**config.mk**
```make
export PLATFORM = sky130hd
export DESIGN_NAME = fpu_mul_round
export DESIGN_NICKNAME = d
export VERILOG_FILES = /design/src/rtl/fpu_pkg.sv /design/src/rtl/fpu_round_decide.sv /design/src/rtl/fpu_mul_round.sv
export SDC_FILE = /design/constraint.sdc
export NUM_CORES = 1
export LEC_CHECK = 0
export ABC_AREA = 1
export BUFFER_PORTS_ARGS = -buffer_cell sky130_fd_sc_hd__buf_2
export CORE_MARGIN = 4
export CORE_UTILIZATION = 53
export CTS_CLUSTER_DIAMETER = 40
export DETAILED_ROUTE_END_ITERATION = 6
export PLACE_DENSITY = 0.89
export SYNTH_ARGS = -nofsm -noshare
export SYNTH_HDL_FRONTEND = slang
export SYNTH_HIERARCHICAL = 1
export SYNTH_SLANG_ARGS = --single-unit
```
**constraint.sdc**
```tcl
create_clock -name clk -period 5.9 [get_ports clk]
set_clock_uncertainty 0.1 [all_clocks]
set_input_delay 0 -clock clk [delete_from_list [all_inputs] [get_ports clk]]
set_output_delay 0 -clock clk [all_outputs]
set_load 0.03 [all_outputs]
```
**src/rtl/fpu_pkg.sv**
```systemverilog
// Shared constants and stage payload types for the FPU multiply rounding path.
package fpu_pkg;

  localparam int MANT_W = 56;
  localparam int EXP_W  = 12;
  localparam int FRAC_W = 52;

  typedef enum logic [1:0] {
    RNE = 2'b00,
    RTZ = 2'b01,
    RUP = 2'b10,
    RDN = 2'b11
  } rmode_e;

  localparam logic [EXP_W-1:0] EXP_INF    = 12'd2047;
  localparam logic [62:0]      MAX_FINITE = 63'h7FEF_FFFF_FFFF_FFFF;

  typedef struct packed {
    logic             sign;
    logic [53:0]      mant;     // carry slot, hidden bit, fraction
    logic [EXP_W-1:0] exp;
    logic             roundup;
    logic             inexact;
    logic             zero;
    logic [1:0]       rmode;
  } s1_t;

  typedef struct packed {
    logic             sign;
    logic [54:0]      sum;
    logic [EXP_W-1:0] exp;
    logic             roundup;
    logic             inexact;
    logic             zero;
    logic [1:0]       rmode;
  } s2_t;

  // Saturated result on overflow: infinity or largest finite, by direction.
  function automatic logic [63:0] ovf_result(input logic [1:0] rm, input logic sign);
    logic [63:0] inf_v;
    logic [63:0] max_v;
    inf_v = {sign, EXP_INF[10:0], {FRAC_W{1'b0}}};
    max_v = {sign, MAX_FINITE};
    case (rm)
      RNE:     ovf_result = inf_v;
      RTZ:     ovf_result = max_v;
      RUP:     ovf_result = sign ? max_v : inf_v;
      default: ovf_result = sign ? inf_v : max_v;
    endcase
  endfunction

endpackage

```
**src/rtl/fpu_round_decide.sv**
```systemverilog
// Combinational IEEE-754 round-up decision from mode, sign and the lsb/round/sticky bits.
module fpu_round_decide
  import fpu_pkg::*;
(
  input  logic [1:0] rmode,
  input  logic       sign,
  input  logic       lsb,
  input  logic       rnd,
  input  logic       sticky,
  output logic       roundup,
  output logic       inexact
);

  always_comb begin
    inexact = rnd | sticky;
    roundup = 1'b0;
    case (rmode)
      RNE:     roundup = rnd & (sticky | lsb);
      RTZ:     roundup = 1'b0;
      RUP:     roundup = !sign & inexact;
      default: roundup = sign & inexact;
    endcase
  end

endmodule

```
**src/rtl/fpu_mul_round.sv**
```systemverilog
// Three-stage round/renormalise/pack stage after the double-precision multiplier.
// FPU_MUL_ROUND_DIRECTED_EN enables all four rounding modes; otherwise RNE only.
module fpu_mul_round
  import fpu_pkg::*;
#(
  parameter int LATENCY = 3
) (
  input  logic              clk,
  input  logic              rst,
  input  logic              enable,
  input  logic              valid_in,
  input  logic [1:0]        rmode,
  input  logic              sign_in,
  input  logic [MANT_W-1:0] mant_in,
  input  logic [EXP_W-1:0]  exp_in,
  input  logic              shift_inexact_in,
  output logic              valid_out,
  output logic [63:0]       result,
  output logic              inexact,
  output logic              overflow,
  output logic              underflow
);

  logic [1:0] mode_eff;
`ifdef FPU_MUL_ROUND_DIRECTED_EN
  assign mode_eff = rmode;
`else
  logic unused_rmode;
  assign unused_rmode = ^rmode;
  assign mode_eff     = RNE;
`endif

  logic [LATENCY:1] vld_pipe;
  s1_t              s1_d, s1_q;
  s2_t              s2_q;
  logic             rup, inx;

  fpu_round_decide u_round_decide (
    .rmode   (mode_eff),
    .sign    (sign_in),
    .lsb     (mant_in[2]),
    .rnd     (mant_in[1]),
    .sticky  (mant_in[0] | shift_inexact_in),
    .roundup (rup),
    .inexact (inx)
  );

  always_comb begin
    s1_d         = '0;
    s1_d.sign    = sign_in;
    s1_d.mant    = mant_in[55:2];
    s1_d.exp     = exp_in;
    s1_d.roundup = rup;
    s1_d.inexact = inx;
    s1_d.zero    = (exp_in == '0) && (mant_in[54:0] == '0);
    s1_d.rmode   = mode_eff;
  end

  always_ff @(posedge clk or posedge rst) begin
    if (rst) begin
      s1_q <= '0;
      s2_q <= '0;
    end else if (enable) begin
      s1_q         <= s1_d;
      s2_q.sign    <= s1_q.sign;
      s2_q.sum     <= {1'b0, s1_q.mant} + {54'd0, s1_q.roundup};
      s2_q.exp     <= s1_q.exp;
      s2_q.roundup <= s1_q.roundup;
      s2_q.inexact <= s1_q.inexact;
      s2_q.zero    <= s1_q.zero;
      s2_q.rmode   <= s1_q.rmode;
    end
  end

  // Stage 3: sum[53] is the carry slot directly above the hidden bit sum[52].
  logic              carry, promote, inx_n, ovf_n, unf_n;
  logic [EXP_W:0]    exp_f;
  logic [FRAC_W-1:0] frac;
  logic [63:0]       res_n;

  always_comb begin
    carry   = s2_q.sum[54] | s2_q.sum[53];
    promote = (s2_q.exp == '0) && s2_q.roundup && s2_q.sum[52];
    exp_f   = {1'b0, s2_q.exp};
    frac    = s2_q.sum[51:0];
    if (carry) begin
      exp_f = exp_f + 13'd1;
      frac  = s2_q.sum[52:1];
    end else if (promote) begin
      exp_f = 13'd1;
    end
    ovf_n = exp_f >= {1'b0, EXP_INF};
    res_n = {s2_q.sign, exp_f[10:0], frac};
    inx_n = s2_q.inexact;
    unf_n = 1'b0;
    if (s2_q.zero) begin
      res_n = {s2_q.sign, 63'd0};
      inx_n = 1'b0;
      ovf_n = 1'b0;
    end else if (ovf_n) begin
      res_n = ovf_result(s2_q.rmode, s2_q.sign);
      inx_n = 1'b1;
    end else begin
      unf_n = (exp_f == '0) && inx_n;
    end
  end

  always_ff @(posedge clk or posedge rst) begin
    if (rst) begin
      vld_pipe  <= '0;
      result    <= '0;
      inexact   <= 1'b0;
      overflow  <= 1'b0;
      underflow <= 1'b0;
    end else if (enable) begin
      vld_pipe  <= {vld_pipe[LATENCY-1:1], valid_in};
      result    <= res_n;
      inexact   <= vld_pipe[LATENCY-1] & inx_n;
      overflow  <= vld_pipe[LATENCY-1] & ovf_n;
      underflow <= vld_pipe[LATENCY-1] & unf_n;
    end
  end

  assign valid_out = vld_pipe[LATENCY];

endmodule

```
* Yosys cells after proc, flatten, opt, wreduce, memory -nomap -nowiden
Index checks and enable logic that the tools add are counted.
** Storage, ports and cells
- Bits in registers :: 211
- Input port bits :: 76
- Output and inout bits :: 68
- Word-level logic and storage cells :: 46
** Operators by class
- Add/sub/neg operators :: 2
- Order comparisons :: 1
- Mux-type cells :: 10
- Bitwise logic cells :: 8
- Reductions and logical operators :: 8
** Operator list (number)
- 63-bit two-way mux :: 2
- 54-bit by 1-bit adder with 55-bit output :: 1
- 55-bit zero test :: 1
- 52-bit two-way mux :: 1
- 12-bit zero test :: 2
- 12-bit by 1-bit adder with 13-bit output (second input constant) :: 1
- 13-bit by 11-bit greater-or-equal comparator with 1-bit output (second input constant) :: 1
- 13-bit zero test :: 1
- 13-bit two-way mux :: 1
- 12-bit two-way mux :: 1
- 1-bit two-way mux :: 5
- 1-bit AND :: 4
- 1-bit logical AND :: 4
- 1-bit bitwise OR :: 4

* Logic depth before layout (Yosys ltp)
- Word-level depth :: 10
- Mapped depth :: 14
- Gate-level depth less buffers :: 14

* Hierarchy
Netlist, hierarchy kept.
** By module, submodules not included
- fpu_mul_round :: times used 1, cells an instance 1365, area an instance 10926.7 µm², sequential area each 5280.1 µm²
- fpu_round_decide :: times used 1, cells an instance 16, area an instance 61.3 µm², sequential area each 0.0 µm²

* Worst setup path before layout
No wires, ideal clock.
- Kind :: reg-to-reg
- Start :: reg s2_q[5] (netlist bit)
- End :: reg result[11]
- Library setup time :: 123 ps
- Data arrival time :: 1740 ps
- Required time :: 5677 ps
- Path slack :: 3937 ps
- Stages on the path, launching flop included :: 13
- Path buffers :: 1
- Period minus slack after synthesis :: 1963 ps
- Cell sequence :: dfrtp_1 -> inv_1 -> ha_1 -> nand3_1 -> nor2_1 -> nand2_1 -> a21oi_1 -> nand3_1 -> nor2_4 -> nand2_4 -> nand2_8 -> buf_8 -> o21ai_2
** On the way
- Cells in the longest elaborated chain, start to end :: 8
- Elaborated cells between the ends (all ways) :: 9
- Those cells by class :: 1 x add/sub; 1 x order compare; 4 x mux; 3 x reduce/logical
** RTL lines
- start, declared :: RTL line fpu_mul_round.sv:35 : s2_t s2_q;
- parallel branches: the longest is 4 deep, another holds 12-bit by 1-bit adder with 13-bit output
- 13-bit two-way mux * :: RTL line fpu_mul_round.sv:86 : if (carry) begin
- 13-bit by 11-bit greater-or-equal comparator with 1-bit output * :: RTL line fpu_mul_round.sv:92 : ovf_n = exp_f >= {1'b0, EXP_INF};
- 63-bit two-way mux * :: RTL line fpu_mul_round.sv:100 : end else if (ovf_n) begin
- 63-bit two-way mux * :: RTL line fpu_mul_round.sv:96 : if (s2_q.zero) begin
- end signal, assigned :: RTL line fpu_mul_round.sv:117 : result <= res_n;
- end, declared :: RTL line fpu_mul_round.sv:18 : output logic [63:0] result,
Mark *: on every way between the ends.
A chain may end at the register's enable or synchronous reset.

==> results.json <==
{
  "syn2layout_area_growth_pct": 30.1,
  "clkTransAtPathRegs_ps": 60,
  "antenna_found_initial": 2,
  "period_minus_slack_ps": 2820,
  "finalSetupViolCount": 0,
  "max_freq_mhz": 355,
  "ys.flop_type": "dfrtp_1",
  "drv_slew": 0,
  "synth.distinct_cells": 42,
  "crit_path_max_fanout": 89,
  "ys_ff_latch": 211,
  "rows": 52,
  "yosys-top-cells-area": "dfrtp_1, nand2_1, o21ai_0",
  "yosysTopAreaCell": "dfrtp_1",
  "p_leak_uw": 0.00679,
  "worst_pin_slew_ps": 1050,
  "synthTopCellsByCount": "nand2_1, dfrtp_1, inv_1",
  "die_h_microns": 152,
  "cts_setup_buffers": 0,
  "fillCellCount": 1538,
  "pwr-share-comb_pct": 21.1,
  "worstSkewPairLatency_ps": 550,
  "whs_ps": 132,
  "power_uw": 4550,
  "wire_per_inst_microns": 17.9,
  "ys_seq_area_share_pct": 48.1,
  "syn_area_sq_um": 11000,
  "overflow": 0,
  "max-cap-violations": 0,
  "finalCritPeriodShare_pct": 47.7,
  "start_util_pct": 54.1,
  "placed_area_sq_um": 11800,
  "grt_pass1_vias": 10396,
  "dp_hpwl_microns": 21200,
  "dieWidth_microns": 152,
  "dp_slack_ps": 3100,
  "drt_iter0_drc": 1115,
  "path_buf_inv": 4,
  "core_sq_um": 20300,
  "ant_nets": 0,
  "postSynth.asyncResetShare_pct": 100,
  "path_class": "in2reg",
  "grtUsageTotal_pct": 29.2,
  "yosysMostFrequentCell": "nand2_1",
  "p_seq_share_pct": 38.8,
  "drive_gt1_share_pct": 16.7,
  "cpLargestDelayFamily": "buffers and inverters",
  "htreeDepth": 1,
  "slowest_delay_ps": 610,
  "switching_share_pct": 32.9,
  "io_buffers": 141,
  "p_per_area_nw_per_um2": 318,
  "grt_max_degree": 140,
  "cp_cell_sequence": "dlygate4sd3_1 -> buf_4 -> inv_4 -> nor2_4 -> buf_4 -> nand2_1 -> nor2_1 -> and3_1 -> nand3_1 -> nor2_1 -> nand3_1 -> nand2_1",
  "vias_per_cell": 5.53,
  "cp-start-kind": "input pin",
  "cts.sinks": 211,
  "post_cts_resized": 0,
  "avgSynthCellArea_sq_um": 7.96,
  "gp_congestion": 1.03,
  "via_count": 10736,
  "setup_tns_ps": 0,
  "switching_power_uw": 1500,
  "fin_ws_ps": 3080,
  "io_pins": 144,
  "cts_buffers": 31,
  "postSynthCellCount": 1381,
  "synth_edf_count": 0,
  "netlist.area_leader.share_pct": 48.1,
  "ys_warn_count": 6,
  "hold_class": "in2async",
  "die_area_sq_um": 23100,
  "grt_pass1_wl_microns": 55300,
  "p_clk_share_pct": 40.1,
  "timing.slew.headroom_pct": 30.1,
  "cts_buffer_depth": 3,
  "root_buffer": "clkbuf_16",
  "fin_nets": 1725,
  "slowest_stage": "buf_4",
  "cts_tree": "done",
  "required_ps": 6270,
  "crit_arrival_ps": 3180,
  "fin_area_sq_um": 14300,
  "drc": 0,
  "hold_violations": 0,
  "wl_microns": 34600,
  "status": "finished clean",
  "p_int_uw": 3050,
  "rsz0062_at_grt": "no",
  "vdd.ir_drop.worst_v": 0.000241,
  "end_kind": "flop",
  "drt-pass1-iter-count": 5
}
==> metal layers <==
layer | part of all wire (%) | track usage [%]
met2 | 46 | 46.2
met1 | 42 | 40.2
met4 | 3.7 | 11.3
met5 | 0 | 0
met3 | 8.1 | 5.57
==> kinds of logic after synthesis <==
family	Yosys count	synth area share, %
AO/OA/AOI/OAI	263	15.2
adder cells (fa/ha/maj)	4	0.455
XOR/XNOR	32	2.55
AND/OR/NAND/NOR	658	25.8
buffers and inverters	212	7.88
flip-flops	211	48.1
other	1	0.0341
==> worst min-delay path, delay by kind of cell <==
family,cells,cell delay (ps)
buffers and inverters,3,1320
==> area by class of cell <==
class / instances / area, sq um / share of cell area [%]
Sequential cell: 211 / 5280 / 36.9
Multi-Input combinational cell: 962 / 4870 / 34.1
Timing Repair Buffer: 291 / 2200 / 15.4
Clock buffer: 35 / 811 / 5.67
Inverter: 148 / 566 / 3.96
Tap cell: 270 / 338 / 2.36
Clock inverter: 21 / 228 / 1.59
Antenna cell: 2 / 5.00 / 0.0350
==> sequential cells by signal, indices dropped and copies added (netlist names) <==
register	count
s2_q	71
underflow	1
s1_q	70
vld_pipe	3
result	64
inexact	1
overflow	1
==> final timing paths <==
kind / from / end / slack [ps] / depth (start not counted)
min reg2reg: vld_pipe[1]$_DFFE_PP0P_ / vld_pipe[1]$_DFFE_PP0P_ / 370 / 2
max: enable / underflow$_DFFE_PP0P_ / 3080 / 12
min in group clk: exp_in[11] / s1_q[16]$_DFFE_PP0P_ / 140 / 4
min: rst / result[11]$_DFFE_PP0P_ / 130 / 3
max reg2reg: s2_q[70]$_DFFE_PP0P_ / overflow$_DFFE_PP0P_ / 3100 / 12
max in group asynchronous: rst / result[51]$_DFFE_PP0P_ / 4050 / 4
==> through the flow <==
| stage | instances | util [%] |
|---|---|---|
| after floorplan | 1385 | - |
| after global placement | 1737 | 58.1 |
| after detailed placement | 1737 | 58.1 |
| after CTS | 1938 | 70.4 |
| after global routing | 1940 | 70.4 |
| final | 1940 | 70.4 |
==> what timing repair did <==
action / 4_1_cts / 5_1_grt
hold endpoints to repair: 211 / 0
hold buffers: 145 / 0
endpoints found under the setup margin: 0 / 0
==> layout by cell type (no fill, tap or decap), types with 6 or more instances in the layout <==
cell           Yosys  layout
buf_2              5     140
o211ai_1          41      41
o21a_1            11      11
nor4_1            20      20
dlygate4sd3_1      0     145
nor2_4             4       6
xor2_1            32      32
nor2_1            87      85
inv_1            146     144
nand4_1           20      20
o21ai_0          130     130
o21ai_1            6       6
clkbuf_16          0      31
nand3_1           49      49
o21ai_2           50      50
nand2_1          429     429
a31oi_1            7       7
buf_4              0       6
a21oi_1            7       7
nor3_1            28      28
dfrtp_1          211     211
==> power by group through the flow <==
stage | combinational [uW] | clock (uW) | sequential [uW]
after detailed placement | 851 | 0 | 1780
after global routing | 1050 | 1920 | 1790
after floorplan | 455 | 0 | 1930
after CTS | 940 | 1840 | 1760
after global placement | 832 | 0 | 1770
final | 959 | 1820 | 1770
Note: power is estimated with default switching activity, not from simulation.
